[src/rtl/seletor_coord_param_if.sv]
`default_nettype none
//----------------------------------------------------------------------------
// Module  : seletor_coord_param_if
// Brief   : Coordinate-in / channel-select-out handshake bundle for the
//           parametrised tile selector.
// Rev     : 1.0  initial release
//----------------------------------------------------------------------------
interface seletor_coord_param_if #(
  parameter int COORD_W = 3,
  parameter int SEL_W   = 2
);
  logic               in_valid;
  logic               in_ready;
  logic [COORD_W-1:0] mdc;
  logic [COORD_W-1:0] mdl;
  logic               out_valid;
  logic               out_ready;
  logic [SEL_W-1:0]   dmx_sel;
  logic               out_err;
  logic               dmx_en;
  logic               busy;

  // Selector side
  modport slave (
    input  in_valid, mdc, mdl, out_ready,
    output in_ready, out_valid, dmx_sel, out_err, dmx_en, busy
  );

  // Cursor logic / demux tree side
  modport master (
    output in_valid, mdc, mdl, out_ready,
    input  in_ready, out_valid, dmx_sel, out_err, dmx_en, busy
  );
endinterface
`default_nettype wire

[src/rtl/seletor_coord_param.sv]
`default_nettype none
//----------------------------------------------------------------------------
// Module  : seletor_coord_param
// Brief   : Registered (column,row) -> tile channel selector. Accepts one
//           coordinate, decodes it in one cycle, presents the channel with a
//           handshake, then strobes the demux enable for HOLD_CYC cycles.
// Rev     : 1.0  initial release
//----------------------------------------------------------------------------
module seletor_coord_param #(
  parameter int COORD_W  = 3,
  parameter int COLS     = 8,
  parameter int ROWS     = 8,
  parameter int TILE_W   = 4,
  parameter int TILE_H   = 4,
  parameter int SEL_W    = 2,
  parameter int HOLD_CYC = 4
) (
  input  logic                 clk,
  input  logic                 rst_n,
  seletor_coord_param_if.slave bus
);

  localparam int TILES_X = COLS / TILE_W;
  localparam int CNT_W   = (HOLD_CYC > 1) ? $clog2(HOLD_CYC) : 1;
  localparam logic [CNT_W-1:0] CNT_LOAD = CNT_W'(HOLD_CYC - 1);

  typedef enum logic [1:0] {
    IDLE    = 2'd0,
    DECODE  = 2'd1,
    PRESENT = 2'd2,
    DWELL   = 2'd3
  } state_t;

  state_t             state;
  state_t             next_state;
  logic [COORD_W-1:0] col_lat;
  logic [COORD_W-1:0] row_lat;
  logic [SEL_W-1:0]   sel_reg;
  logic               err_reg;
  logic [CNT_W-1:0]   dwell_cnt;

  logic               in_ready_c;
  logic               out_valid_c;
  logic               dmx_en_c;
  logic               busy_c;

  logic [31:0]        col_wide;
  logic [31:0]        row_wide;
  logic [31:0]        sel_full;
  logic               coord_err;

  // Decode arithmetic is done at 32 bits so COLS/ROWS equal to 2^COORD_W
  // compare correctly; the result is truncated to SEL_W when registered.
  always_comb begin
    col_wide  = 32'(col_lat);
    row_wide  = 32'(row_lat);
    coord_err = (col_wide >= 32'(COLS)) || (row_wide >= 32'(ROWS));
    sel_full  = (row_wide / 32'(TILE_H)) * 32'(TILES_X)
              + (col_wide / 32'(TILE_W));
  end

  // Upper bits of the wide channel index are intentionally discarded.
  generate
    if (SEL_W < 32) begin : g_sel_trunc
      logic unused_sel_bits;
      assign unused_sel_bits = ^sel_full[31:SEL_W];
    end
  endgenerate

  // State register.
  always_ff @(posedge clk or negedge rst_n) begin
    if (!rst_n) state <= IDLE;
    else        state <= next_state;
  end

  // Next-state and handshake/strobe outputs, all decoded from the state.
  always_comb begin
    next_state  = state;
    in_ready_c  = 1'b0;
    out_valid_c = 1'b0;
    dmx_en_c    = 1'b0;
    busy_c      = 1'b1;
    case (state)
      IDLE: begin
        in_ready_c = 1'b1;
        busy_c     = 1'b0;
        if (bus.in_valid) next_state = DECODE;
      end
      DECODE: next_state = PRESENT;
      PRESENT: begin
        out_valid_c = 1'b1;
        if (bus.out_ready) next_state = err_reg ? IDLE : DWELL;
      end
      DWELL: begin
        dmx_en_c = 1'b1;
        if (dwell_cnt == '0) next_state = IDLE;
      end
      default: next_state = IDLE;
    endcase
  end

  // Latch the coordinate on acceptance; in_valid outside IDLE is ignored.
  always_ff @(posedge clk or negedge rst_n) begin
    if (!rst_n) begin
      col_lat <= '0;
      row_lat <= '0;
    end else if (state == IDLE && bus.in_valid) begin
      col_lat <= bus.mdc;
      row_lat <= bus.mdl;
    end
  end

  // Register the decoded channel; it is held until the next DECODE.
  always_ff @(posedge clk or negedge rst_n) begin
    if (!rst_n) begin
      sel_reg <= '0;
      err_reg <= 1'b0;
    end else if (state == DECODE) begin
      err_reg <= coord_err;
      sel_reg <= coord_err ? '0 : sel_full[SEL_W-1:0];
    end
  end

  // Dwell counter: loaded on a good handshake, counts down to zero in DWELL.
  always_ff @(posedge clk or negedge rst_n) begin
    if (!rst_n) begin
      dwell_cnt <= '0;
    end else if (state == PRESENT && bus.out_ready && !err_reg) begin
      dwell_cnt <= CNT_LOAD;
    end else if (state == DWELL && dwell_cnt != '0) begin
      dwell_cnt <= dwell_cnt - 1'b1;
    end
  end

  assign bus.in_ready  = in_ready_c;
  assign bus.out_valid = out_valid_c;
  assign bus.dmx_en    = dmx_en_c;
  assign bus.busy      = busy_c;
  assign bus.dmx_sel   = sel_reg;
  assign bus.out_err   = err_reg;

endmodule
`default_nettype wire

[src/flat_wrapper.sv]
// flat-port wrapper written by rule: the top's interface ports become plain ports
module seletor_coord_param_flat 
#(
  parameter int COORD_W  = 3,
  parameter int COLS     = 8,
  parameter int ROWS     = 8,
  parameter int TILE_W   = 4,
  parameter int TILE_H   = 4,
  parameter int SEL_W    = 2,
  parameter int HOLD_CYC = 4
)
  (clk, rst_n, bus_in_valid, bus_mdc, bus_mdl, bus_out_ready, bus_in_ready, bus_out_valid, bus_dmx_sel, bus_out_err, bus_dmx_en, bus_busy);
  seletor_coord_param_if #(.COORD_W(COORD_W), .SEL_W(SEL_W)) bus_i ();
  input  logic clk;
  input  logic rst_n;
  input wire logic [$bits(bus_i.in_valid)-1:0] bus_in_valid;
  input wire logic [$bits(bus_i.mdc)-1:0] bus_mdc;
  input wire logic [$bits(bus_i.mdl)-1:0] bus_mdl;
  input wire logic [$bits(bus_i.out_ready)-1:0] bus_out_ready;
  output wire logic [$bits(bus_i.in_ready)-1:0] bus_in_ready;
  output wire logic [$bits(bus_i.out_valid)-1:0] bus_out_valid;
  output wire logic [$bits(bus_i.dmx_sel)-1:0] bus_dmx_sel;
  output wire logic [$bits(bus_i.out_err)-1:0] bus_out_err;
  output wire logic [$bits(bus_i.dmx_en)-1:0] bus_dmx_en;
  output wire logic [$bits(bus_i.busy)-1:0] bus_busy;
  assign bus_i.in_valid = bus_in_valid;
  assign bus_i.mdc = bus_mdc;
  assign bus_i.mdl = bus_mdl;
  assign bus_i.out_ready = bus_out_ready;
  assign bus_in_ready = bus_i.in_ready;
  assign bus_out_valid = bus_i.out_valid;
  assign bus_dmx_sel = bus_i.dmx_sel;
  assign bus_out_err = bus_i.out_err;
  assign bus_dmx_en = bus_i.dmx_en;
  assign bus_busy = bus_i.busy;
  seletor_coord_param #(.COORD_W(COORD_W), .COLS(COLS), .ROWS(ROWS), .TILE_W(TILE_W), .TILE_H(TILE_H), .SEL_W(SEL_W), .HOLD_CYC(HOLD_CYC)) u_core (.clk(clk), .rst_n(rst_n), .bus(bus_i));
endmodule
[config.mk]
export PLATFORM = sky130hd
export DESIGN_NAME = seletor_coord_param_flat
export DESIGN_NICKNAME = d
export VERILOG_FILES = /design/src/rtl/seletor_coord_param_if.sv /design/src/rtl/seletor_coord_param.sv /design/src/flat_wrapper.sv
export SDC_FILE = /design/constraint.sdc
export NUM_CORES = 1
export LEC_CHECK = 0
export CAP_MARGIN = 20
export CORE_AREA = 4 4 41 43
export CTS_CLUSTER_DIAMETER = 200
export DETAILED_ROUTE_END_ITERATION = 12
export DIE_AREA = 0 0 45 47
export PLACE_DENSITY = 0.69
export SLEW_MARGIN = 20
export SYNTH_ARGS = -nofsm -noshare
export SYNTH_HDL_FRONTEND = slang
export SYNTH_SLANG_ARGS = --single-unit
[constraint.sdc]
create_clock -name clk -period 1.75 [get_ports clk]
set_input_delay 0.175 -clock clk [delete_from_list [all_inputs] [get_ports clk]]
set_output_delay 0.175 -clock clk [all_outputs]
set_load 0.01 [all_outputs]
# --- After elaboration in Yosys (flattened, before gate mapping) ---
# Index checks and enable logic that the tools add are counted.
word_totals:
  latchBits: 0
  wordCells: 31
  rom_bits: 0
  regBits: 12
  mem_bits_rw: 0
  memories: 0
op_classes:
  shifts: 0
  magnitude_cmp: 0
  reduce_logical: 8
  mux: 10
  div_mod_pow: 0
  n_eq_ne: 6
  add_sub_neg: 2
  n_mul: 0
  bitwise_logic: 0
ops:
  columns: ["operator", "count"]
  rows:
  - ["2-bit 2-to-1 mux", 5]
  - ["2-bit case mux with 4 select lines", 1]
  - ["2-bit == test, second input constant", 2]
  - ["2-bit zero test", 2]
  - ["1-bit 2-to-1 mux", 4]
  - ["2-bit inequality test, second input constant", 2]
  - ["2-bit nonzero test", 2]
  - ["1-bit logical AND", 3]
  - ["3-bit AND reduction", 1]
  - ["2-bit by 1-bit adder with 2-bit output", 1]
  - ["2-bit by 1-bit == test with 1-bit output, second input constant", 1]
  - ["2-bit by 1-bit inequality test with 1-bit output, second input constant", 1]
  - ["2-bit by 1-bit subtractor with 2-bit output, second input constant", 1]

# --- Depth between registers and ports, before layout ---
depth:
  word_depth: 4
  depth_mapped: 5
  mapped_depth_nobuf: 5

# --- Worst setup path after synthesis ---
# OpenSTA, ideal clock, no wires.
synth_path:
  path_kind: "reg2reg"
  start: "reg u_core.state[0]"
  end: "reg u_core.state[1]"
  period_less_slack_ns: 1.461
  path_stages_with_launch: 5
  path_buffers: 0
  required_ns: 1.622
  arrival_ns: 1.334
  setup_slack_ns: 0.289
  path_cell_list: "dfrtp_1 > inv_1 > ha_1 > a221oi_2 > mux2_1"
synth_between:
  elab_chain_len: 3
synth_lines:
  columns: ["element", "line", "source"]
  rows:
  - ["from (decl)", "seletor_coord_param.sv:34", "state_t state;"]
  - ["from (signal assigned)", "seletor_coord_param.sv:73", "else state <= next_state;"]
  - ["2-bit == test / 2-bit zero test (equally long branches)", "seletor_coord_param.sv:83", "case (state)"]
  - ["2-bit by 1-bit inequality test with 1-bit output (no line) / 2-bit inequality test (equally long branches)", null, null]
  - ["3-bit AND reduction (no line)", null, null]
# Parallel ways exist; a longest one is shown, timed or not.
# A chain may end at the register's enable or synchronous reset.

# --- Worst setup path in the final report ---
layout_path:
  start: "reg u_core.state[0]"
  end: "out bus_busy"
layout_between:
  elab_chain_len: 2
layout_lines:
  columns: ["element", "line", "source"]
  rows:
  - ["2-bit zero test", "seletor_coord_param.sv:83", null]
  - ["1-bit 2-to-1 mux", "seletor_coord_param.sv:83", null]
  - ["to (decl)", "flat_wrapper.sv:25", "output wire logic [$bits(bus_i.busy)-1:0] bus_busy;"]
# No other way between the ends.

==> flow_results.org <==
** Run status
- Status :: finished, final reports clean

** Detailed routing
- The routed layout has 305 vias.
- In this run the remaining antenna-violating nets after routing total 0.
- Avg Vias per Cell :: 4.55
- The first detailed-routing pass ran for 4 iterations.
- The final layout contains routed wiring with a total length of 787 µm.
- For this run, design rule violations remaining after detail routing come to 0.
- Routed length per placed instance :: 11.7 µm
- Iteration-0 DRC count of the detailed router :: 2

** Global route
- The via count of the first global-routing pass is 314.
- The total overflow left after global routing is 0.
- Across every metal layer, demand over resource in global routing totals 0.0958.
- Entering global routing, the biggest net connects 9 pins.
- Wire length of the first global-routing pass :: 1.35 mm
- Antenna violations before repair :: 0

** Finish
- Fin nets :: 70
- Area Overhead vs Synth :: 39.9%
- Antenna Cells :: 0
- The layout has 130 filler cells.
- Final core utilization :: 0.475
- Of the cells placed in the final design, the portion with a size suffix greater than 1 is 0.231.
- Once layout is done, the placed cells without fillers occupy 618 µm².

** Timing
- Setup repair after global routing left no endpoint under its margin.
- Period utilization :: 0.955
- Final hold viol count :: 0
- On the final layout, the worst clock skew is 6.56 ps.
- Counting I/O delays and the setup requirement, the final critical path takes 1670 ps.
- The max-slew violation count came to 0.
- Setup violations remaining at the end of the flow were counted as 0.
- For this run, the top clock speed supported by timing is 598 MHz.
- Fin Setup TNS :: 0 ps
- Across all hold checks on the routed design, the worst slack comes to 190 ps.

** Placed design
- Summing all placed instances gives a cell area of 563 µm².
- IO buf count :: 11
- Routability congestion estimate :: 0.714
- Once detailed placement completed, the half-perimeter wirelength came to 605 µm.

** Clock tree
- No sink is reached through more buffers than the 2 on the longest clock path.
- For this design, the sink count on the clock tree is 8.
- Insertion delay of the later-clocked pin in the worst-skew pair :: 260 ps
- Clock-pin transition on the worst setup and hold timing paths :: 60 ps
- In this run, CTS created clock tree buffers numbering 3.
- CTS built an H-tree with a depth of 1.
- TritonCTS built the clock tree.
- The root buffer cell chosen for the clock tree is sky130_fd_sc_hd__clkbuf_4.
- After clock tree synthesis, the flow added hold-fix buffers numbering 0.

** Synth
- Counting flops and latches in the post-synthesis netlist gives 8.
- The share of the Yosys chip area taken by registers is 0.453.
- Ys async rst share :: 1.00
- Number of enable-type register cells in the synthesized netlist :: 0
- After synthesis, the netlist uses 14 different library cells.
- Ranked by total cell area, the synthesized netlist is headed by sky130_fd_sc_hd__dfrtp_1, sky130_fd_sc_hd__ha_1, sky130_fd_sc_hd__mux2_1.
- The mapped netlist covers 442 µm².
- Synthesis produced a netlist with a net count of 53.
- Yosys warning total :: 0
- Post-Synthesis Cells :: 37
- Commonest cells in the netlist :: sky130_fd_sc_hd__dfrtp_1, sky130_fd_sc_hd__inv_1, sky130_fd_sc_hd__ha_1
- By instance count, the leading cell after synthesis is sky130_fd_sc_hd__dfrtp_1.
- A synthesized cell averages 11.9 µm².
- The most used flip-flop cell after synthesis is sky130_fd_sc_hd__dfrtp_1.
- Post-synth top area share :: 0.453
- Cell type contributing the most total cell area after synthesis :: sky130_fd_sc_hd__dfrtp_1

** Setup path
- Worst-path cell chain :: inv_1 > ha_4 > inv_1 > clkdlybuf4s50_1
- STA puts the critical path data required time at 1570 ps.
- On the critical path, the stage with the largest delay is an instance of sky130_fd_sc_hd__clkdlybuf4s50_1.
- The worst setup path is of the register to output pin kind.
- On the critical path the largest part of the delay comes from buffers and inverters.
- The number of buffers and inverters on the critical path is 3.
- The worst setup path is captured at an output pin.
- In this run the worst path has a maximum fanout of 5.
- STA puts the critical path data arrival time at 1500 ps.
- Worst setup SP type :: register
- Crit-path most repeated cell :: sky130_fd_sc_hd__inv_1
- Critical path startpoint :: u_core.state[0]
- Reg-to-reg critical path startpoint :: u_core.state[0]
- Critical path's largest stage delay :: 520 ps

** Pwr
- Internal power comes to 0.740 mW.
- For this design the static power due to leakage is 0.302 nW.
- Dividing total power by cell area gives a power density of 1830 mW/mm².
- Of the total power, the share spent switching nets is 0.348.
- The worst-case IR drop observed on VDD is 0.000753 V.
- Sequential Power Share :: 0.306
- Of the total power, combinational logic draws 0.570.
- The share of total power dissipated in the clock network is 0.124.
- For this design the total switching power over the nets is 0.394 mW.

** Job
- Max-cap violations in this run came to 0.

** Die
- Die W :: 45 µm
- Row generation in the floorplan step produced 13 rows.
- The die covers 0.00212 mm².
- Core footprint :: 0.00130 mm²
- Pin placement for this block handled 17 I/O pins.
- Height of the die :: 47 µm
- Initial Util :: 0.339

** Worst hold path
- Path category of the worst min-delay check :: input port to asynchronous set/reset pin
[cell type report]
| type | instances | area [µm²] | share of cell area |
|---|---|---|---|
| sequential | 8 | 201 | 0.326 |
| tap | 15 | 18.8 | 0.0304 |
| clock buffer | 3 | 22.5 | 0.0364 |
| timing repair buffer | 13 | 126 | 0.204 |
| inverter | 7 | 26.3 | 0.0425 |
| multi-input combinational | 21 | 223 | 0.360 |
[kinds of logic (layout without fill, tap and decap cells)]
kind of cell | after synthesis | count (layout) | synth area share
other | 1 | 1 | 0.00849
AO/OA/AOI/OAI | 3 | 3 | 0.0737
multiplexers | 5 | 5 | 0.127
XOR/XNOR | 1 | 1 | 0.0198
AND/OR/NAND/NOR | 5 | 5 | 0.0708
buffers and inverters | 8 | 23 | 0.0765
flip-flops | 8 | 8 | 0.453
adder cells (fa/ha/maj) | 6 | 6 | 0.170
[stage by stage]
step	instances	setup slack, ps	power (mW)
after floorplan	37	289	0.714
after global placement	62	226	0.920
after detailed placement	62	222	0.936
after CTS	65	3.53	1.08
after global routing	67	25.5	1.24
final	67	78.8	1.13
[per-layer routing]
metal,vias to the layer above,wire [µm],share of wire,global-route usage
li1,148,-,-,-
met1,143,327,0.42,0.101
met2,10,391,0.50,0.150
met3,4,39,0.050,0.0230
met4,0,27,0.034,0.105
met5,-,0,0,0
[worst reg2reg max path: cells and delay by family, from the launching register on]
family                     cells  cell delay, ps
AOI/OAI and AO/OA              1             220
adders and majority gates      1             210
DFF                            1             390
and+or+nand+nor                1             150
buffers and inverters          1             140
muxes                          1             350
[registers in the layout, summed over array words and instances, names as in the netlist]
signal,count
u_core.bus.dmx_sel,2
u_core.col_lat,1
u_core.dwell_cnt,2
u_core.row_lat,1
u_core.state,2
[path summary, 6_finish.rpt]
path                                       end  slack, ps  cells past startpoint
max in group asynchronous      u_core.state[1]       1270                      1
setup / recovery                      bus_busy         80                      4
min in group clk             u_core.row_lat[2]        500                      1
hold / removal             u_core.dwell_cnt[1]        190                      1
hold reg to reg              u_core.row_lat[2]        500                      1
setup reg to reg               u_core.state[1]        160                      5
[power groups by stage]
| stage | logic, mW | clock network [mW] | registers [mW] |
|---|---|---|---|
| final | 0.646 | 0.141 | 0.347 |
| after global routing | 0.724 | 0.158 | 0.358 |
| after CTS | 0.585 | 0.146 | 0.349 |
| after detailed placement | 0.583 | 0 | 0.353 |
| after global placement | 0.571 | 0 | 0.349 |
| after floorplan | 0.367 | 0 | 0.347 |
[cells in the final DEF (no fill, tap or decap), types with 2 or more instances in the layout]
cell type	count
sky130_fd_sc_hd__clkdlybuf4s50_1	9
sky130_fd_sc_hd__inv_1	7
sky130_fd_sc_hd__dfrtp_1	7
sky130_fd_sc_hd__ha_1	4
sky130_fd_sc_hd__mux2_1	3
sky130_fd_sc_hd__nand2_1	3
sky130_fd_sc_hd__clkbuf_4	3
sky130_fd_sc_hd__mux2_2	2
sky130_fd_sc_hd__buf_4	2
[repair_timing]
action	4_1_cts	5_1_grt
resized for setup	2	4
pin swaps	0	0
gates cloned	0	0
buffers inserted	0	2
setup endpoints to repair	2	2
Note: power is estimated with default switching activity, not from simulation.
